$ cat src/rtl/pipe_tx_framer_if.sv
// Link-layer word stream and PHY-side symbol bus of the PIPE transmit framer.
interface pipe_tx_framer_if;
  logic [5:0]  DataBusWidth;
  logic        tx_enable;
  logic [31:0] in_data;
  logic [3:0]  in_datak;
  logic        in_valid;
  logic        in_ready;
  logic [31:0] MAC_TX_Data;
  logic [3:0]  MAC_TX_DataK;
  logic        MAC_Data_En;
  logic        link_aligned;

  modport master (
    output DataBusWidth, tx_enable, in_data, in_datak, in_valid,
    input  in_ready, MAC_TX_Data, MAC_TX_DataK, MAC_Data_En, link_aligned
  );

  modport slave (
    input  DataBusWidth, tx_enable, in_data, in_datak, in_valid,
    output in_ready, MAC_TX_Data, MAC_TX_DataK, MAC_Data_En, link_aligned
  );
endinterface

$ cat src/rtl/pipe_tx_framer.sv
// PIPE transmit framer: COM alignment burst on enable, idle fill, data passthrough.
// Define SKP_INSERT_EN to build in periodic SKP ordered-set insertion (default: ALIGN -> RUN only).
module pipe_tx_framer #(
  parameter int ALIGN_SYMBOLS = 16,
  parameter int SKP_INTERVAL  = 1180
) (
  input logic             PCLK,
  input logic             Reset_n,
  pipe_tx_framer_if.slave bus
);
  localparam logic [7:0] COM_SYM = 8'hBC;
  localparam logic [1:0] W8  = 2'd0;
  localparam logic [1:0] W16 = 2'd1;
  localparam logic [1:0] W32 = 2'd2;
  // One width serves both the alignment and SKP counters.
  localparam int CNT_MAX = (ALIGN_SYMBOLS > SKP_INTERVAL) ? ALIGN_SYMBOLS : SKP_INTERVAL;
  localparam int CNT_W   = $clog2(CNT_MAX);
  localparam logic [CNT_W-1:0] ALIGN_LAST_N1 = CNT_W'(ALIGN_SYMBOLS - 1);
  localparam logic [CNT_W-1:0] ALIGN_LAST_N2 = CNT_W'(ALIGN_SYMBOLS / 2 - 1);
  localparam logic [CNT_W-1:0] ALIGN_LAST_N4 = CNT_W'(ALIGN_SYMBOLS / 4 - 1);

`ifdef SKP_INSERT_EN
  localparam logic [7:0]       SKP_SYM  = 8'h1C;
  localparam logic [CNT_W-1:0] SKP_LAST = CNT_W'(SKP_INTERVAL - 1);
  typedef enum logic [1:0] {IDLE, ALIGN, RUN, SKP} state_t;
`else
  typedef enum logic [1:0] {IDLE, ALIGN, RUN} state_t;
`endif

  state_t           state_reg, state_next;
  logic [1:0]       width_reg;
  logic [1:0]       width_sel;
  logic [CNT_W-1:0] align_cnt_reg, align_cnt_next;
  logic [CNT_W-1:0] align_last;
  logic [31:0]      data_reg, data_next;
  logic [3:0]       datak_reg, datak_next;
  logic             en_reg, en_next;
  logic [3:0]       lane_mask;
  logic [31:0]      pass_data;
  logic [31:0]      com_data;
  logic             ready;

`ifdef SKP_INSERT_EN
  logic [CNT_W-1:0] skp_cnt_reg, skp_cnt_next;
  logic [1:0]       skp_idx_reg, skp_idx_next;
  logic [1:0]       skp_last_idx;
  logic             skp_due;
  logic             skp_last;
  logic             skp_lead;
  logic [31:0]      skp_data;
`endif

  // Width follows the input while idle and freezes on the edge that leaves IDLE.
  assign width_sel = (state_reg != IDLE) ? width_reg :
                     (bus.DataBusWidth == 6'd32) ? W32 :
                     (bus.DataBusWidth == 6'd16) ? W16 : W8;

  assign align_last = (width_sel == W32) ? ALIGN_LAST_N4 :
                      (width_sel == W16) ? ALIGN_LAST_N2 : ALIGN_LAST_N1;

`ifdef SKP_INSERT_EN
  assign skp_last_idx = (width_reg == W32) ? 2'd0 : (width_reg == W16) ? 2'd1 : 2'd3;
  assign skp_due      = (state_reg == RUN) && (skp_cnt_reg == SKP_LAST);
  assign skp_last     = (state_reg == SKP) && (skp_idx_reg == skp_last_idx);
  // Only the very first symbol of a set is COM, and it always lands on lane 0.
  assign skp_lead     = (state_reg != SKP);
  assign ready        = bus.tx_enable && (((state_reg == RUN) && !skp_due) || skp_last);
  assign bus.link_aligned = (state_reg == RUN) || (state_reg == SKP);
`else
  assign ready        = bus.tx_enable && (state_reg == RUN);
  assign bus.link_aligned = (state_reg == RUN);
`endif

  genvar gi;
  generate
    for (gi = 0; gi < 4; gi++) begin : g_lane
      localparam logic [1:0] MIN_CODE = (gi == 0) ? W8 : ((gi == 1) ? W16 : W32);
      assign lane_mask[gi]          = (width_sel >= MIN_CODE);
      assign pass_data[8*gi +: 8]   = lane_mask[gi] ? bus.in_data[8*gi +: 8] : 8'h00;
      assign com_data[8*gi +: 8]    = lane_mask[gi] ? COM_SYM : 8'h00;
`ifdef SKP_INSERT_EN
      assign skp_data[8*gi +: 8]    = !lane_mask[gi] ? 8'h00 :
                                      ((gi == 0) && skp_lead) ? COM_SYM : SKP_SYM;
`endif
    end
  endgenerate

  always_comb begin
    state_next     = state_reg;
    align_cnt_next = align_cnt_reg;
    data_next      = 32'h0;
    datak_next     = 4'h0;
    en_next        = 1'b0;
`ifdef SKP_INSERT_EN
    skp_cnt_next   = skp_cnt_reg;
    skp_idx_next   = skp_idx_reg;
`endif
    case (state_reg)
      IDLE: begin
        if (bus.tx_enable) begin
          state_next     = ALIGN;
          align_cnt_next = '0;
          data_next      = com_data;
          datak_next     = lane_mask;
          en_next        = 1'b1;
        end
      end
      ALIGN: begin
        if (!bus.tx_enable) begin
          state_next = IDLE;
        end else if (align_cnt_reg == align_last) begin
          state_next = RUN;
          en_next    = 1'b1;
`ifdef SKP_INSERT_EN
          skp_cnt_next = '0;
`endif
        end else begin
          align_cnt_next = align_cnt_reg + CNT_W'(1);
          data_next      = com_data;
          datak_next     = lane_mask;
          en_next        = 1'b1;
        end
      end
      RUN: begin
        if (!bus.tx_enable) begin
          state_next = IDLE;
`ifdef SKP_INSERT_EN
        end else if (skp_due) begin
          state_next   = SKP;
          skp_cnt_next = '0;
          skp_idx_next = 2'd0;
          data_next    = skp_data;
          datak_next   = lane_mask;
          en_next      = 1'b1;
`endif
        end else begin
          en_next = 1'b1;
`ifdef SKP_INSERT_EN
          skp_cnt_next = skp_cnt_reg + CNT_W'(1);
`endif
          if (ready && bus.in_valid) begin
            data_next  = pass_data;
            datak_next = bus.in_datak & lane_mask;
          end
        end
      end
`ifdef SKP_INSERT_EN
      SKP: begin
        skp_cnt_next = skp_cnt_reg + CNT_W'(1);
        if (skp_last) begin
          // A set in flight always completes; enable is only honoured at its end.
          if (!bus.tx_enable) begin
            state_next = IDLE;
          end else begin
            state_next = RUN;
            en_next    = 1'b1;
            if (ready && bus.in_valid) begin
              data_next  = pass_data;
              datak_next = bus.in_datak & lane_mask;
            end
          end
        end else begin
          skp_idx_next = skp_idx_reg + 2'd1;
          data_next    = skp_data;
          datak_next   = lane_mask;
          en_next      = 1'b1;
        end
      end
`endif
      default: state_next = IDLE;
    endcase
  end

  always_ff @(posedge PCLK or negedge Reset_n) begin
    if (!Reset_n) begin
      state_reg     <= IDLE;
      width_reg     <= W8;
      align_cnt_reg <= '0;
      data_reg      <= 32'h0;
      datak_reg     <= 4'h0;
      en_reg        <= 1'b0;
`ifdef SKP_INSERT_EN
      skp_cnt_reg   <= '0;
      skp_idx_reg   <= 2'd0;
`endif
    end else begin
      state_reg     <= state_next;
      width_reg     <= width_sel;
      align_cnt_reg <= align_cnt_next;
      data_reg      <= data_next;
      datak_reg     <= datak_next;
      en_reg        <= en_next;
`ifdef SKP_INSERT_EN
      skp_cnt_reg   <= skp_cnt_next;
      skp_idx_reg   <= skp_idx_next;
`endif
    end
  end

  assign bus.in_ready     = ready;
  assign bus.MAC_TX_Data  = data_reg;
  assign bus.MAC_TX_DataK = datak_reg;
  assign bus.MAC_Data_En  = en_reg;

endmodule

$ cat src/flat_wrapper.sv
// flat-port wrapper written by rule: the top's interface ports become plain ports
module pipe_tx_framer_flat 
#(
  parameter int ALIGN_SYMBOLS = 16,
  parameter int SKP_INTERVAL  = 1180
)
  (PCLK, Reset_n, bus_DataBusWidth, bus_tx_enable, bus_in_data, bus_in_datak, bus_in_valid, bus_in_ready, bus_MAC_TX_Data, bus_MAC_TX_DataK, bus_MAC_Data_En, bus_link_aligned);
  pipe_tx_framer_if bus_i ();
  input logic PCLK;
  input logic Reset_n;
  input wire logic [$bits(bus_i.DataBusWidth)-1:0] bus_DataBusWidth;
  input wire logic [$bits(bus_i.tx_enable)-1:0] bus_tx_enable;
  input wire logic [$bits(bus_i.in_data)-1:0] bus_in_data;
  input wire logic [$bits(bus_i.in_datak)-1:0] bus_in_datak;
  input wire logic [$bits(bus_i.in_valid)-1:0] bus_in_valid;
  output wire logic [$bits(bus_i.in_ready)-1:0] bus_in_ready;
  output wire logic [$bits(bus_i.MAC_TX_Data)-1:0] bus_MAC_TX_Data;
  output wire logic [$bits(bus_i.MAC_TX_DataK)-1:0] bus_MAC_TX_DataK;
  output wire logic [$bits(bus_i.MAC_Data_En)-1:0] bus_MAC_Data_En;
  output wire logic [$bits(bus_i.link_aligned)-1:0] bus_link_aligned;
  assign bus_i.DataBusWidth = bus_DataBusWidth;
  assign bus_i.tx_enable = bus_tx_enable;
  assign bus_i.in_data = bus_in_data;
  assign bus_i.in_datak = bus_in_datak;
  assign bus_i.in_valid = bus_in_valid;
  assign bus_in_ready = bus_i.in_ready;
  assign bus_MAC_TX_Data = bus_i.MAC_TX_Data;
  assign bus_MAC_TX_DataK = bus_i.MAC_TX_DataK;
  assign bus_MAC_Data_En = bus_i.MAC_Data_En;
  assign bus_link_aligned = bus_i.link_aligned;
  pipe_tx_framer #(.ALIGN_SYMBOLS(ALIGN_SYMBOLS), .SKP_INTERVAL(SKP_INTERVAL)) u_core (.PCLK(PCLK), .Reset_n(Reset_n), .bus(bus_i));
endmodule
$ cat config.mk
export PLATFORM = sky130hd
export DESIGN_NAME = pipe_tx_framer_flat
export DESIGN_NICKNAME = d
export VERILOG_FILES = /design/src/rtl/pipe_tx_framer_if.sv /design/src/rtl/pipe_tx_framer.sv /design/src/flat_wrapper.sv
export SDC_FILE = /design/constraint.sdc
export NUM_CORES = 1
export LEC_CHECK = 0
export CAP_MARGIN = 20
export CORE_MARGIN = 1
export CORE_UTILIZATION = 45
export CTS_BUF_LIST = sky130_fd_sc_hd__clkbuf_2
export DETAILED_ROUTE_END_ITERATION = 12
export PLACE_DENSITY = 0.92
export SYNTH_ARGS = -nofsm -noshare
export SYNTH_HDL_FRONTEND = slang
export SYNTH_SLANG_ARGS = --single-unit
$ cat constraint.sdc
create_clock -name PCLK -period 3.75 [get_ports PCLK]
set_clock_uncertainty 0.1 [all_clocks]
set_input_delay 0.5625 -clock PCLK [delete_from_list [all_inputs] [get_ports PCLK]]
set_output_delay 0.5625 -clock PCLK [all_outputs]
set_load 0.01 [all_outputs]
==> reports/metrics.csv <==
stage,metric,value,unit
global_route,vias in the first global route,1761,
drt,number of iterations in the first detailed-routing pass,4,
die,core area,4790,sq um
flow_run,number of max-cap violations,0,
power_and_ir_drop,Comb pwr share,14.7,%
clocking,source-to-sink clock delay at the later pin of the worst-skew pair,440,ps
logic_synthesis,Syn Std Cell Area,2270,sq um
outcome,result of the run,completed,
logic_synthesis,Yosys warning count,0,
power_and_ir_drop,Int Pwr,0.714,mW
die,number of top-level pins,85,
worst_hold_path,class of the most critical hold timing path,in -> async,
sta,Worst slew margin,49.5,%
logic_synthesis,cell type with the highest aggregate area in the netlist,dfrtp_1,
sta,Period minus WS final,3070,ps
cells_and_area,# diodes,0,
placed_design,Post-Place Setup Slack,204,ps
cells_and_area,"leading cell type in the layout, fill and taps excluded",clkdlybuf4s50_1,
placed_design,number of I/O port buffers,84,
clocking,buffer count from post-CTS setup fixing,0,
critical_path,worst reg2reg path endpoint,u_core.bus.MAC_TX_Data[10]$_DFF_PN0_,
logic_synthesis,Mean Syn Cell Area,10.7,sq um
critical_path,delay of the slowest critical-path stage,540,ps
clocking,number of sinks handled by clock tree synthesis,52,
global_route,global routing usage summed across all routing layers,19.5,%
critical_path,CP cell instances,clkdlybuf4s50_1 -> or4_4 -> or2_2 -> o21a_1 -> ha_1 -> xor2_1 -> and4_1 -> a21o_4 -> a21oi_1,
logic_synthesis,total nets after synthesis,262,
die,Initial Util,47.5,%
logic_synthesis,Synth Flop Type,dfrtp_1,
logic_synthesis,register area share after synthesis,57.2,%
sta,setup slack after layout,680,ps
placed_design,sum of net half-perimeters after detailed placement,3480,microns
clocking,number of buffers on the longest clock path,2,
power_and_ir_drop,register share of total power,62.6,%
power_and_ir_drop,switching part of the total power,27.4,%
power_and_ir_drop,Sw Pwr,0.269,mW
logic_synthesis,Synth Register Bits,52,
sta,Tcrit/Tclk final,81.9,%
sta,final setup TNS,0,ps
cells_and_area,"commonest cells after routing, fill and taps aside","clkdlybuf4s50_1, dfrtp_1, nand2_1",
sta,# setup viols final,0,
clocking,hold_buf cts,0,
clocking,post-CTS resize count,0,
drt,detailed-route wire length per cell,13.3,microns
sta,transition time at the pin with the least slew margin,758,ps
clocking,# H-tree levels,2,
sta,Achievable Freq,326,MHz
clocking,total CTS buffers,5,
critical_path,critical path arrival,3330,ps
cells_and_area,share of cells above drive strength 1,8.72,%
power_and_ir_drop,static leakage power,1.41,nW
cells_and_area,register area,1300,sq um
power_and_ir_drop,Pwr Density,306,nW/um^2
logic_synthesis,number of flops mapped to enable cells by yosys,0,
critical_path,flop2flop setup slack,870,ps
critical_path,kind of end point of the critical path,flop,
die,Die H,73.1,microns
drt,DRC,0,
sta,number of max-slew violations in the final report,0,
critical_path,Crit Path Class,in -> reg,
drt,per-cell via count in the routed design,4.97,
drt,total wire length after detailed routing,4850,microns
clocking,Root Buffer Master,clkbuf_2,
global_route,gr ovfl total,0,
logic_synthesis,Post-synth ARST share,100,%
drt,Detailed Route Iter0 Violations,96,
clocking,clock-pin slew on the worst setup and hold paths,250,ps
power_and_ir_drop,clock share of power,22.6,%
critical_path,combined buffer and inverter count along the critical path,1,
power_and_ir_drop,maximum ir drop on the vdd rail,0.155,mV
clocking,TritonCTS clock tree,built,
placed_design,Final GP Congestion,0.921,
die,Die Outline Area,5340,sq um
sta,unrepaired setup endpoints after global routing,no,
critical_path,startpoint class of the critical path,input pin,
drt,number of antenna-violating nets in the routed design,0,
global_route,pin count of the biggest net entering global routing,53,
die,Die Wd,73.1,microns
critical_path,worst-path fanout max,25,
cells_and_area,max reg flops,32,
cells_and_area,synthesis-to-layout area growth,41.4,%
critical_path,Reg2Reg Depth,8,
logic_synthesis,top-area cell type share of the netlist area,57.2,%
critical_path,"slowest stage cell, crit path",or4_4,
cells_and_area,Layout Nets,346,
cells_and_area,fill count,363,
critical_path,Crit path required time,4010,ps
critical_path,FF-to-FF Start,u_core.state_reg[1]$_DFFE_PN0P_,
logic_synthesis,number of library cell types mapped by synthesis,44,
sta,Final Hold Fails,0,
global_route,number of antenna violations at the first check in global routing,0,
cells_and_area,footprint of the multi-input gates,883,sq um
critical_path,family with the most delay on the worst path,simple AND/OR/NAND/NOR gates,
logic_synthesis,Syn Inst Count,213,
die,Row Count,25,
global_route,first-pass GRT wire length,7790,microns
logic_synthesis,synth top area cells,"dfrtp_1, nand2_1, a21oi_2",
drt,overall via count from detail_route,1813,
==> area by class of cell <==
cell class	instances	area share (%)
Multi-Input combinational cell	144	27.5
Timing Repair Buffer	88	27.4
Clock buffer	5	0.779
Sequential cell	52	40.5
Inverter	6	0.701
Tap cell	67	2.61
Clock inverter	3	0.545
==> worst max-delay path by stage <==
stage	from	endpoint	slack [ps]	cells after the start
after floorplan	bus_DataBusWidth[1]	u_core.bus.MAC_TX_Data[18]$_DFF_PN0_	780	9
after global placement	bus_DataBusWidth[1]	u_core.bus.MAC_TX_Data[15]$_DFF_PN0_	280	9
after detailed placement	bus_DataBusWidth[1]	u_core.bus.MAC_TX_Data[10]$_DFF_PN0_	200	9
after CTS	bus_DataBusWidth[1]	u_core.bus.MAC_TX_Data[10]$_DFF_PN0_	700	9
after global routing	bus_DataBusWidth[1]	u_core.bus.MAC_TX_DataK[1]$_DFF_PN0_	540	9
final	bus_DataBusWidth[1]	u_core.bus.MAC_TX_Data[10]$_DFF_PN0_	680	9
==> power groups by stage <==
| stage | Sequential (mW) | Combinational, mW | Clock [mW] |
|---|---|---|---|
| 2_1_floorplan | 0.622 | 0.0579 | 0 |
| 4_1_cts | 0.615 | 0.143 | 0.227 |
| 6_report | 0.616 | 0.145 | 0.223 |
| 5_1_grt | 0.620 | 0.160 | 0.250 |
| 3_5_place_dp | 0.624 | 0.143 | 0 |
| 3_3_place_gp | 0.624 | 0.137 | 0 |
==> Yosys cell counts, types with 2 or more instances <==
cell,n
clkbuf_1,2
o31ai_1,2
o21a_1,3
nand2_1,44
a21oi_2,10
xor2_1,2
nand2b_1,4
and3_1,5
nor3_1,3
ha_1,3
nor4_1,2
buf_6,2
and2_1,10
buf_2,5
a22o_1,2
inv_1,6
nor2_1,4
o21ai_0,6
o211ai_1,2
dfrtp_1,52
nand4_1,3
and4_1,2
nand3_1,5
a21oi_1,11
mux2i_1,4
==> per-layer routing <==
layer,global-route usage [%],up-vias,part of all wire (%),routed length (microns)
met5,0,-,0,0
met4,7.19,0,1.1,51
met3,5.25,5,7.2,348
met2,32.9,73,49,2390
met1,23.7,843,42,2050
li1,-,892,-,-
==> metrics by stage <==
stage	hold WS [ps]	cells	utilization (%)	area (sq um)	power, mW
after global placement	422	355	65.6	3140	0.761
after floorplan	167	213	-	2270	0.680
after global routing	361	365	67.2	3210	1.03
final	368	365	67.2	3210	0.983
after CTS	215	363	66.5	3180	0.984
after detailed placement	441	355	65.6	3140	0.767
==> kinds of logic after synthesis <==
kind of cell               Yosys count  share of synthesized area (%)
and+or+nand+nor                     91                           20.4
buffers and inverters               17                           3.91
DFF                                 52                           57.2
AOI/OAI and AO/OA                   44                           14.3
adders and majority gates            3                           1.65
muxes                                4                           1.76
xor gates and xnor gates             2                          0.771
==> worst reg2reg max path: stages, from the launching register on <==
cell and delay (ps):
dfrtp_1 520, or2_0 330, or2_2 330, o21a_1 230, ha_1 320, xor2_1 190
and4_1 320, a21o_4 340, a21oi_1 130
Note: power is estimated with default switching activity, not from simulation.
